File: src/rtl/trading_pkg.sv
// Shared trading-path definitions: order side encodings, default field widths,
// and the order arbiter state enum.
package trading_pkg;

  localparam logic SIDE_BUY  = 1'b0;
  localparam logic SIDE_SELL = 1'b1;

  localparam int DEF_QTY_W   = 16;
  localparam int DEF_PRICE_W = 32;

  typedef enum logic [1:0] {
    IDLE  = 2'd0,
    CHECK = 2'd1,
    SEND  = 2'd2
  } arb_state_e;

endpackage

File: src/rtl/order_token_bucket.sv
// Token-bucket order rate limiter: one token per REFILL_CYCLES, up to TOKENS_MAX.
// consume_i takes a token the same cycle; throttle_o is registered and tracks tokens==0.
module order_token_bucket #(
  parameter int TOKENS_MAX    = 8,
  parameter int REFILL_CYCLES = 100
) (
  input  logic clk_sys,
  input  logic rst,
  input  logic consume_i,
  output logic available_o,
  output logic throttle_o
);

  localparam int TOK_W = $clog2(TOKENS_MAX + 1);
  localparam int CNT_W = $clog2(REFILL_CYCLES);
  localparam logic [TOK_W-1:0] TOK_FULL = TOK_W'(TOKENS_MAX);
  localparam logic [CNT_W-1:0] CNT_LAST = CNT_W'(REFILL_CYCLES - 1);

  logic [CNT_W-1:0] refill_cnt_q, refill_cnt_d;
  logic [TOK_W-1:0] tokens_q, tokens_d;
  logic             throttle_q;
  logic             refill_tick;

  always_comb begin
    refill_tick  = (refill_cnt_q == CNT_LAST);
    refill_cnt_d = refill_tick ? '0 : refill_cnt_q + 1'b1;
    tokens_d     = tokens_q;
    // A refill and a consume in the same cycle cancel out.
    if (refill_tick && !consume_i && (tokens_q != TOK_FULL)) begin
      tokens_d = tokens_q + 1'b1;
    end else if (consume_i && !refill_tick && (tokens_q != '0)) begin
      tokens_d = tokens_q - 1'b1;
    end
  end

  always_ff @(posedge clk_sys) begin
    if (rst) begin
      refill_cnt_q <= '0;
      tokens_q     <= TOK_FULL;
      throttle_q   <= 1'b0;
    end else begin
      refill_cnt_q <= refill_cnt_d;
      tokens_q     <= tokens_d;
      throttle_q   <= (tokens_d == '0);
    end
  end

  assign available_o = (tokens_q != '0);
  assign throttle_o  = throttle_q;

endmodule

File: src/rtl/order_tx_arbiter.sv
// Round-robin order arbiter with pre-trade position check and token-bucket throttle.
// Grant at T, ord_valid at T+2; ord_* held until ord_ready, no grants while busy.
module order_tx_arbiter
  import trading_pkg::*;
#(
  parameter int N_REQ         = 4,
  parameter int QTY_W         = DEF_QTY_W,
  parameter int PRICE_W       = DEF_PRICE_W,
  parameter int TOKENS_MAX    = 8,
  parameter int REFILL_CYCLES = 100
) (
  input  logic                       clk_sys,
  input  logic                       rst,
  input  logic [N_REQ-1:0]           req_valid,
  input  logic [N_REQ*QTY_W-1:0]     req_qty,
  input  logic [N_REQ*PRICE_W-1:0]   req_price,
  input  logic [N_REQ-1:0]           req_side,
  output logic [N_REQ-1:0]           req_ready,
  output logic [N_REQ-1:0]           req_reject,
  input  logic [31:0]                current_position,
  input  logic [31:0]                config_max_position,
  output logic                       ord_valid,
  input  logic                       ord_ready,
  output logic [QTY_W-1:0]           ord_qty,
  output logic [PRICE_W-1:0]         ord_price,
  output logic                       ord_side,
  output logic [$clog2(N_REQ)-1:0]   ord_src,
  output logic                       throttle_active,
  output logic [31:0]                grant_count,
  output logic [31:0]                reject_count
);

  localparam int SRC_W = $clog2(N_REQ);

  arb_state_e         state_q, state_d;
  logic [SRC_W-1:0]   rr_q, rr_d;
  logic [QTY_W-1:0]   qty_q, qty_d;
  logic [PRICE_W-1:0] price_q, price_d;
  logic               side_q, side_d;
  logic [SRC_W-1:0]   src_q, src_d;
  logic [31:0]        grant_cnt_q, grant_cnt_d;
  logic [31:0]        reject_cnt_q, reject_cnt_d;

  logic               tok_avail;
  logic               tok_consume;
  logic               gnt_found;
  logic [SRC_W-1:0]   gnt_idx;
  logic [32:0]        pos_ext, qty_ext, projected, proj_abs;
  logic               risk_fail;

  order_token_bucket #(
    .TOKENS_MAX    (TOKENS_MAX),
    .REFILL_CYCLES (REFILL_CYCLES)
  ) u_token_bucket (
    .clk_sys     (clk_sys),
    .rst         (rst),
    .consume_i   (tok_consume),
    .available_o (tok_avail),
    .throttle_o  (throttle_active)
  );

  // First valid requester at or above the pointer; index arithmetic wraps at N_REQ.
  always_comb begin
    gnt_found = 1'b0;
    gnt_idx   = rr_q;
    for (int i = 0; i < N_REQ; i++) begin
      if (!gnt_found && req_valid[rr_q + SRC_W'(i)]) begin
        gnt_found = 1'b1;
        gnt_idx   = rr_q + SRC_W'(i);
      end
    end
  end

  // 33-bit two's-complement projection so the magnitude never overflows.
  always_comb begin
    pos_ext   = {current_position[31], current_position};
    qty_ext   = 33'(qty_q);
    projected = (side_q == SIDE_SELL) ? (pos_ext - qty_ext) : (pos_ext + qty_ext);
    proj_abs  = projected[32] ? (~projected + 33'd1) : projected;
    risk_fail = (qty_q == '0) || (proj_abs > {1'b0, config_max_position});
  end

  always_comb begin
    state_d      = state_q;
    rr_d         = rr_q;
    qty_d        = qty_q;
    price_d      = price_q;
    side_d       = side_q;
    src_d        = src_q;
    grant_cnt_d  = grant_cnt_q;
    reject_cnt_d = reject_cnt_q;
    req_ready    = '0;
    req_reject   = '0;
    tok_consume  = 1'b0;
    ord_valid    = 1'b0;
    case (state_q)
      IDLE: begin
        if (tok_avail && gnt_found) begin
          req_ready[gnt_idx] = 1'b1;
          qty_d              = req_qty[gnt_idx*QTY_W +: QTY_W];
          price_d            = req_price[gnt_idx*PRICE_W +: PRICE_W];
          side_d             = req_side[gnt_idx];
          src_d              = gnt_idx;
          rr_d               = gnt_idx + 1'b1;
          state_d            = CHECK;
        end
      end
      CHECK: begin
        if (risk_fail) begin
          req_reject[src_q] = 1'b1;
          reject_cnt_d      = reject_cnt_q + 32'd1;
          state_d           = IDLE;
        end else begin
          state_d = SEND;
        end
      end
      SEND: begin
        ord_valid = 1'b1;
        if (ord_ready) begin
          grant_cnt_d = grant_cnt_q + 32'd1;
          tok_consume = 1'b1;
          state_d     = IDLE;
        end
      end
      default: state_d = IDLE;
    endcase
  end

  always_ff @(posedge clk_sys) begin
    if (rst) begin
      state_q      <= IDLE;
      rr_q         <= '0;
      qty_q        <= '0;
      price_q      <= '0;
      side_q       <= 1'b0;
      src_q        <= '0;
      grant_cnt_q  <= '0;
      reject_cnt_q <= '0;
    end else begin
      state_q      <= state_d;
      rr_q         <= rr_d;
      qty_q        <= qty_d;
      price_q      <= price_d;
      side_q       <= side_d;
      src_q        <= src_d;
      grant_cnt_q  <= grant_cnt_d;
      reject_cnt_q <= reject_cnt_d;
    end
  end

  assign ord_qty      = qty_q;
  assign ord_price    = price_q;
  assign ord_side     = side_q;
  assign ord_src      = src_q;
  assign grant_count  = grant_cnt_q;
  assign reject_count = reject_cnt_q;

endmodule
File: config.mk
export PLATFORM = sky130hd
export DESIGN_NAME = order_tx_arbiter
export DESIGN_NICKNAME = d
export VERILOG_FILES = /design/src/rtl/trading_pkg.sv /design/src/rtl/order_token_bucket.sv /design/src/rtl/order_tx_arbiter.sv
export SDC_FILE = /design/constraint.sdc
export NUM_CORES = 1
export LEC_CHECK = 0
export CORE_ASPECT_RATIO = 1.75
export CORE_MARGIN = 10
export CORE_UTILIZATION = 47
export DETAILED_ROUTE_END_ITERATION = 12
export HOLD_SLACK_MARGIN = 0.03
export PLACE_DENSITY = 0.93
export REMOVE_ABC_BUFFERS = 1
export SLEW_MARGIN = 20
export SYNTH_ARGS = -nofsm -noshare
export SYNTH_HDL_FRONTEND = slang
export SYNTH_HIERARCHICAL = 1
export SYNTH_SLANG_ARGS = --single-unit
File: constraint.sdc
create_clock -name clk_sys -period 10.8 [get_ports clk_sys]
set_clock_uncertainty 0.2 [all_clocks]
set_input_delay 2.16 -clock clk_sys [delete_from_list [all_inputs] [get_ports clk_sys]]
set_output_delay 2.16 -clock clk_sys [all_outputs]
set_load 0.05 [all_outputs]
==> results of run 1 <==
-- how the worst max path moves through the flow --
stage                        start            end  slack [ns]
2_1_floorplan  current_position[0]  req_reject[0]       -0.58
3_3_place_gp   current_position[0]  req_reject[2]        0.02
3_5_place_dp   current_position[0]  req_reject[2]       -0.08
4_1_cts        current_position[0]  req_reject[0]        0.04
5_1_grt        current_position[0]  req_reject[3]        -0.1
6_report       current_position[0]  req_reject[3]        0.08
-- kinds of logic (layout without fill, tap and decap cells) --
logic type / Yosys count / count (layout)
flops: 131 / 131
mux: 15 / 15
compound gates: 386 / 386
simple gates: 756 / 756
other cells: 0 / 3
xor+xnor: 105 / 105
buf+inv: 163 / 522
fa+ha+maj: 77 / 77
-- layout make-up --
class	count	share of cell area (%)
Multi-Input combinational cell	1339	50.86
Timing Repair Buffer	422	25.36
Sequential cell	131	15.95
Clock buffer	19	2.693
Tap cell	308	2.343
Inverter	68	1.552
Clock inverter	13	1.202
Antenna cell	3	0.04564
-- state kept, by name, summed over array words and instances, names as in the netlist --
signal                       count
ord_price                       32
ord_qty                         16
u_token_bucket/throttle_o        1
rr_q                             2
ord_src                          2
state_q                          2
u_token_bucket/refill_cnt_q      7
u_token_bucket/tokens_q          4
grant_count                     32
reject_count                    32
ord_side                         1
-- what timing repair did --
| item | in CTS | in global routing |
|---|---|---|
| setup endpoints to repair | 4 | 4 |
| pin swaps | 0 | 8 |
| endpoints found under the hold margin | 0 | 0 |
| setup buffers | 0 | 1 |
| gates resized for setup | 2 | 18 |
-- metrics by stage --
stage,worst slack [ns],instances,hold WS (ns),power (mW),TNS (ns)
3_5_place_dp,-0.08371,2266,0.2806,5.070,-0.2015
3_3_place_gp,0.02454,2266,0.2661,4.919,0
4_1_cts,0.03722,2298,0.2896,5.741,0
2_1_floorplan,-0.5839,1538,0.2502,3.764,-1.357
6_report,0.08351,2303,0.2877,5.869,0
5_1_grt,-0.09965,2302,0.3207,6.314,-0.2478
-- power groups by stage --
stage / Combinational [mW] / Sequential, mW / Clock (mW)
2_1_floorplan: 2.86 / 0.900 / 0
3_3_place_gp: 4.25 / 0.665 / 0
3_5_place_dp: 4.40 / 0.670 / 0
4_1_cts: 4.43 / 0.661 / 0.646
5_1_grt: 4.97 / 0.676 / 0.665
6_report: 4.56 / 0.665 / 0.639
-- routing by layer --
metal	global-route usage, %	vias up	routed length (um)
li1	-	6509	-
met1	27.95	6471	16710
met2	51.88	670	24330
met3	7.928	172	3771
met4	17.61	4	2966
met5	0	-	29
-- synth_stat cells, types with 9 or more instances --
cell type	instances
and4_1	9
nand2b_1	13
xnor2_1	58
nor4_1	10
o211ai_1	11
o21ai_0	47
xor2_1	47
nand3_1	40
nor3_1	26
ha_1	76
and2_1	21
nor2b_1	17
inv_1	65
buf_1	11
a311oi_1	53
and3_1	70
a21o_1	26
a211oi_1	17
a31oi_1	16
dfxtp_1	131
nand2_1	291
or4_1	17
clkbuf_1	75
o31ai_1	12
a21oi_1	139
nand4_1	25
or3_1	18
nor2_1	169
==> impl_metrics.csv, run 1 <==
group,metric,value,unit
drt,drc_errors,0,
yosys,synth_area_leaders,"dfxtp_1, nand2_1, ha_1",
yosys,synthAdderAreaFrac,8.438,%
final_layout,final_core_util,68.46,%
setup_path,reg2reg_depth,30,
pwr,pwr-share-comb,77.8,%
setup_path,r2r-start,"ord_qty[2]",
floorplanning,die_w,138.3,um
placed_design,placed_cell_area,15680,um2
clocking,clk_pin_slew,0.05,ns
pwr,ir_drop,529.7,uV
drt,ant_nets,0,
yosys,ys_seq_area_share,22.79,%
pwr,seq_power_share,11.3,%
floorplanning,fp.dieH,227.0,um
drt,viasPerCell,6.003,
floorplanning,start_util,47.90,%
timing,slew_viol_final,0,
global_routing,grt_pass1_wl,72.59,mm
pwr,swShare,53.28,%
setup_path,path_class,"primary input to primary output",
global_routing,grt_pass1_vias,13760,
global_routing,antenna_found_initial,6,
setup_path,worst-path-buf-inv,3,
floorplanning,io_pins,392,
setup_path,cp.required,8.44,ns
floorplanning,core_area,24020,um2
drt,drt-pass1-iter-count,6,
clocking,cts.htree.levels,4,
yosys,synth_compound_area_share,22.29,%
drt,wl_per_cell,20.76,um
drt,drt_iter0_markers,1164,
final_layout,final_nets,2323,
final_layout,design_area,16450,um2
worst_hold_path,worstHoldEndpoint,"u_token_bucket/refill_cnt_q[0]",
setup_path,endpoint_kind,"primary output",
clocking,cts_tree,"done",
setup_path,path_depth,26,
global_routing,gr-usage-all-layers,28.44,%
yosys,ys_warn_count,6,
global_routing,grt_max_degree,101,
yosys,synth_top_family_by_area,"simple AND/OR/NAND/NOR gates",
yosys,synth-xor-area-share,7.993,%
final_layout,final_common_cell,"clkdlybuf4s50_1",
yosys,yosys.area.top_type_share,22.79,%
setup_path,cp_slowest_cell,"or4b_2",
placed_design,place_hpwl,37.16,mm
yosys,synth_cell_type_count,86,
pwr,clkPwrFrac,10.9,%
setup_path,reg2reg_to,"reject_count[6]",
timing,maxSlewHeadroom,28.28,%
yosys,syn-cell-area,11510,um2
yosys,synthMuxAreaShare,1.414,%
yosys,synth_edf_count,0,
floorplanning,rows,75,
floorplanning,die_area,31390,um2
pwr,p_per_area,356.9,nW/um2
drt,drt_wl_total,47.81,mm
setup_path,cp_top_family,"simple AND/OR/NAND/NOR gates",
setup_path,max_stage_delay,0.73,ns
setup_path,crit_arrival,8.36,ns
setup_path,cp-start-kind,"primary input",
worst_hold_path,hold_path_class,"register to register",
clocking,cts_sinks,131,
final_layout,syn2layout_area_growth,42.94,%
drt,via_count,13830,
timing,final-setup-viol-count,0,
final_layout,drive_gt1_share,6.325,%
yosys,synthFlopType,"dfxtp_1",
timing,period_share,99.23,%
clocking,numCtsBuffers,17,
clocking,cts_root_buffer,"clkbuf_16",
worst_hold_path,hold_start,"u_token_bucket/refill_cnt_q[0]",
final_layout,seqCellArea,2623,um2
clocking,clkLatencyLatePin,0.44,ns
setup_path,rrSetupSlack,2.30,ns
timing,fin_crit,10.72,ns
clocking,clockBufferDepth,2,
pwr,switching_power,3.127,mW
yosys,synth_cells,1633,
setup_path,cp_max_fo,7,
yosys,yosys.area.top_type,"dfxtp_1",
placed_design,globalplace.congestion,0.9683,
clocking,cts_hold_buffers,0,
timing,tightest_slew,1.076,ns
timing,fmax,93.31,MHz
worst_hold_path,hold_depth,1,
global_routing,gr-total-overflow,0,
run_status,status,"complete, no violations",
pwr,leakage,6.724,nW
placed_design,port_buffers,391,
timing,hold_viol_final,0,
yosys,async_flop_share,0,%
yosys,yosys.area_share.simple,31.52,%
run,maxCapViolCount,0,
final_layout,fill_cells,1865,
yosys,syn_area_per_cell,7.046,um2
final_layout,layout_common_cells,"clkdlybuf4s50_1, nand2_1, nor2_1, a21oi_1, dfxtp_1",
pwr,p_int,2.742,mW
final_layout,multi_input_comb_area,8366,um2
yosys,ys_ff_latch,131,
(Power assumes the default switching activity.)
==> run 2, diff against run 1 <==
ABC_CLOCK_PERIOD_IN_PS = 10800   (was not set)
CORE_UTILIZATION = 45   (was 47)
PLACE_DENSITY = 0.9   (was 0.93)
==> run 2 against run 1 <==
- cell count grew 0.78%
- global-route usage is 1.7 points lower
- setup slack better by 0.041 ns
- sequential cell count stayed put
- critical path depth is 2 higher
- sequential power is essentially flat
- first-iteration DRC count shrank 18%
- register-to-register slack better by 0.24 ns
==> impl_metrics.csv, run 2 (synthesis results as in run 1) <==
group,metric,value,unit
run_status,status,"complete, no violations",
clocking,clockBufferDepth,2,
floorplanning,start_util,45.58,%
timing,finalSetupTns,0,ns
timing,period_share,98.85,%
timing,slew_viol_final,0,
clocking,clk_pin_slew,0.07,ns
final_layout,design_area,16570,um2
global_routing,grt_pass1_wl,70.75,mm
setup_path,reg2reg_to,"reject_count[6]",
global_routing,grt_pass1_vias,13310,
final_layout,syn2layout_area_growth,44.02,%
floorplanning,rows,77,
drt,ant_nets,0,
setup_path,cp_top_family,"compound AO/OA/AOI/OAI gates",
drt,drt_iter0_markers,958,
setup_path,cp-start-kind,"primary input",
final_layout,layout_common_cells,"clkdlybuf4s50_1, nand2_1, nor2_1, a21oi_1, dfxtp_1",
placed_design,placed_cell_area,15750,um2
drt,via_count,13620,
floorplanning,core_area,25240,um2
floorplanning,die_area,32620,um2
placed_design,globalplace.congestion,0.9669,
global_routing,antenna_found_initial,5,
pwr,ir_drop,247.2,uV
final_layout,final_common_cell,"clkdlybuf4s50_1",
setup_path,endpoint,"req_reject[0]",
timing,final-setup-viol-count,0,
setup_path,reg2reg_depth,29,
floorplanning,die_w,140.9,um
timing,fin_hold_ws,0.2884,ns
clocking,cts.htree.levels,4,
global_routing,gr-usage-all-layers,26.74,%
pwr,p_per_area,357.0,nW/um2
final_layout,drive_gt1_share,7.146,%
global_routing,gr-total-overflow,0,
pwr,leakage,6.793,nW
setup_path,critPathMostFrequentCell,"buf_4",
setup_path,worst-path-buf-inv,6,
setup_path,endpoint_kind,"primary output",
global_routing,grt_max_degree,103,
setup_path,max_stage_delay,0.70,ns
clocking,numCtsBuffers,17,
setup_path,crit_arrival,8.32,ns
clocking,cts_tree,"done",
setup_path,path_depth,28,
drt,drc_errors,0,
placed_design,place_hpwl,37.27,mm
drt,drt_wl_total,46.62,mm
floorplanning,io_pins,392,
drt,viasPerCell,5.868,
pwr,p_total,5.917,mW
placed_design,port_buffers,391,
timing,hold_viol_final,0,
drt,drt-pass1-iter-count,5,
setup_path,cp_max_fo,5,
clocking,clkLatencyLatePin,0.43,ns
setup_path,cp_slowest_cell,"or4b_2",
timing,tightest_slew,1.084,ns
floorplanning,fp.dieH,231.5,um
timing,fmax,93.67,MHz
setup_path,rrSetupSlack,2.54,ns
final_layout,final_core_util,65.65,%
worst_hold_path,hold_path_class,"register to register",
run,maxCapViolCount,0,
setup_path,cp-startpoint,"current_position[0]",
timing,fin_crit,10.68,ns
clocking,cts_hold_buffers,0,
clocking,cts_root_buffer,"clkbuf_16",
setup_path,r2r-start,"ord_qty[2]",
setup_path,cp.required,8.44,ns
final_layout,final_nets,2332,
drt,wl_per_cell,20.09,um
clocking,cts_sinks,131,
setup_path,path_class,"primary input to primary output",
timing,maxSlewHeadroom,27.75,%
run 2: area by class of cell:
class	count	area, um2
inverter	68	255.2
fill	2085	8671
sequential	131	2623
timing repair buffer	431	4243
clock inverter	15	183.9
multi-input combinational	1339	8436
tap	316	395.4
antenna	4	10.01
clock buffer	17	425.4
run 2: repair_timing:
item	in CTS	in global routing
resized for setup	1	31
setup buffers	0	6
setup endpoints to repair	2	4
pin swaps	0	14
run 2: worst min path at each step:
stage | start | slack (ns) | cells after the start | to
floorplan | u_token_bucket/refill_cnt_q[0] | 0.25 | 1 | u_token_bucket/refill_cnt_q[0]
CTS | ord_price[24] | 0.29 | 2 | ord_price[24]
global placement | ord_price[30] | 0.27 | 2 | ord_price[30]
detailed placement | ord_price[24] | 0.27 | 2 | ord_price[24]
finish | ord_price[1] | 0.29 | 2 | ord_price[1]
global route | ord_price[6] | 0.32 | 2 | ord_price[6]
run 2: where the power goes:
group | leakage (nW) | internal, mW | total (mW) | switching (mW)
clock | 0.295 | 0.332 | 0.586 | 0.254
sequential | 1.07 | 0.565 | 0.663 | 0.0982
combinational | 5.43 | 1.87 | 4.67 | 2.80
total | 6.79 | 2.76 | 5.92 | 3.15
run 2: metal layers:
layer | up-vias | GRT usage [%] | wire length [um]
met5 | - | 0 | 14
met4 | 2 | 14.25 | 2376
met3 | 130 | 7.453 | 3719
met2 | 582 | 49.24 | 24110
met1 | 6370 | 26.34 | 16400
li1 | 6535 | - | -
run 2: through the flow:
step,std cells,worst slack (ns)
after detailed placement,2279,-0.005189
final,2321,0.1242
after global placement,2279,0.1379
after CTS,2311,0.003737
after global routing,2317,-0.06723
after floorplan,1538,-0.5839
run 2: worst min-delay path: cells and delay by family (launching register included):
kind,cells,cell delay [ns]
compound gates,1,0.06
simple gates,1,0.07
flops,1,0.33
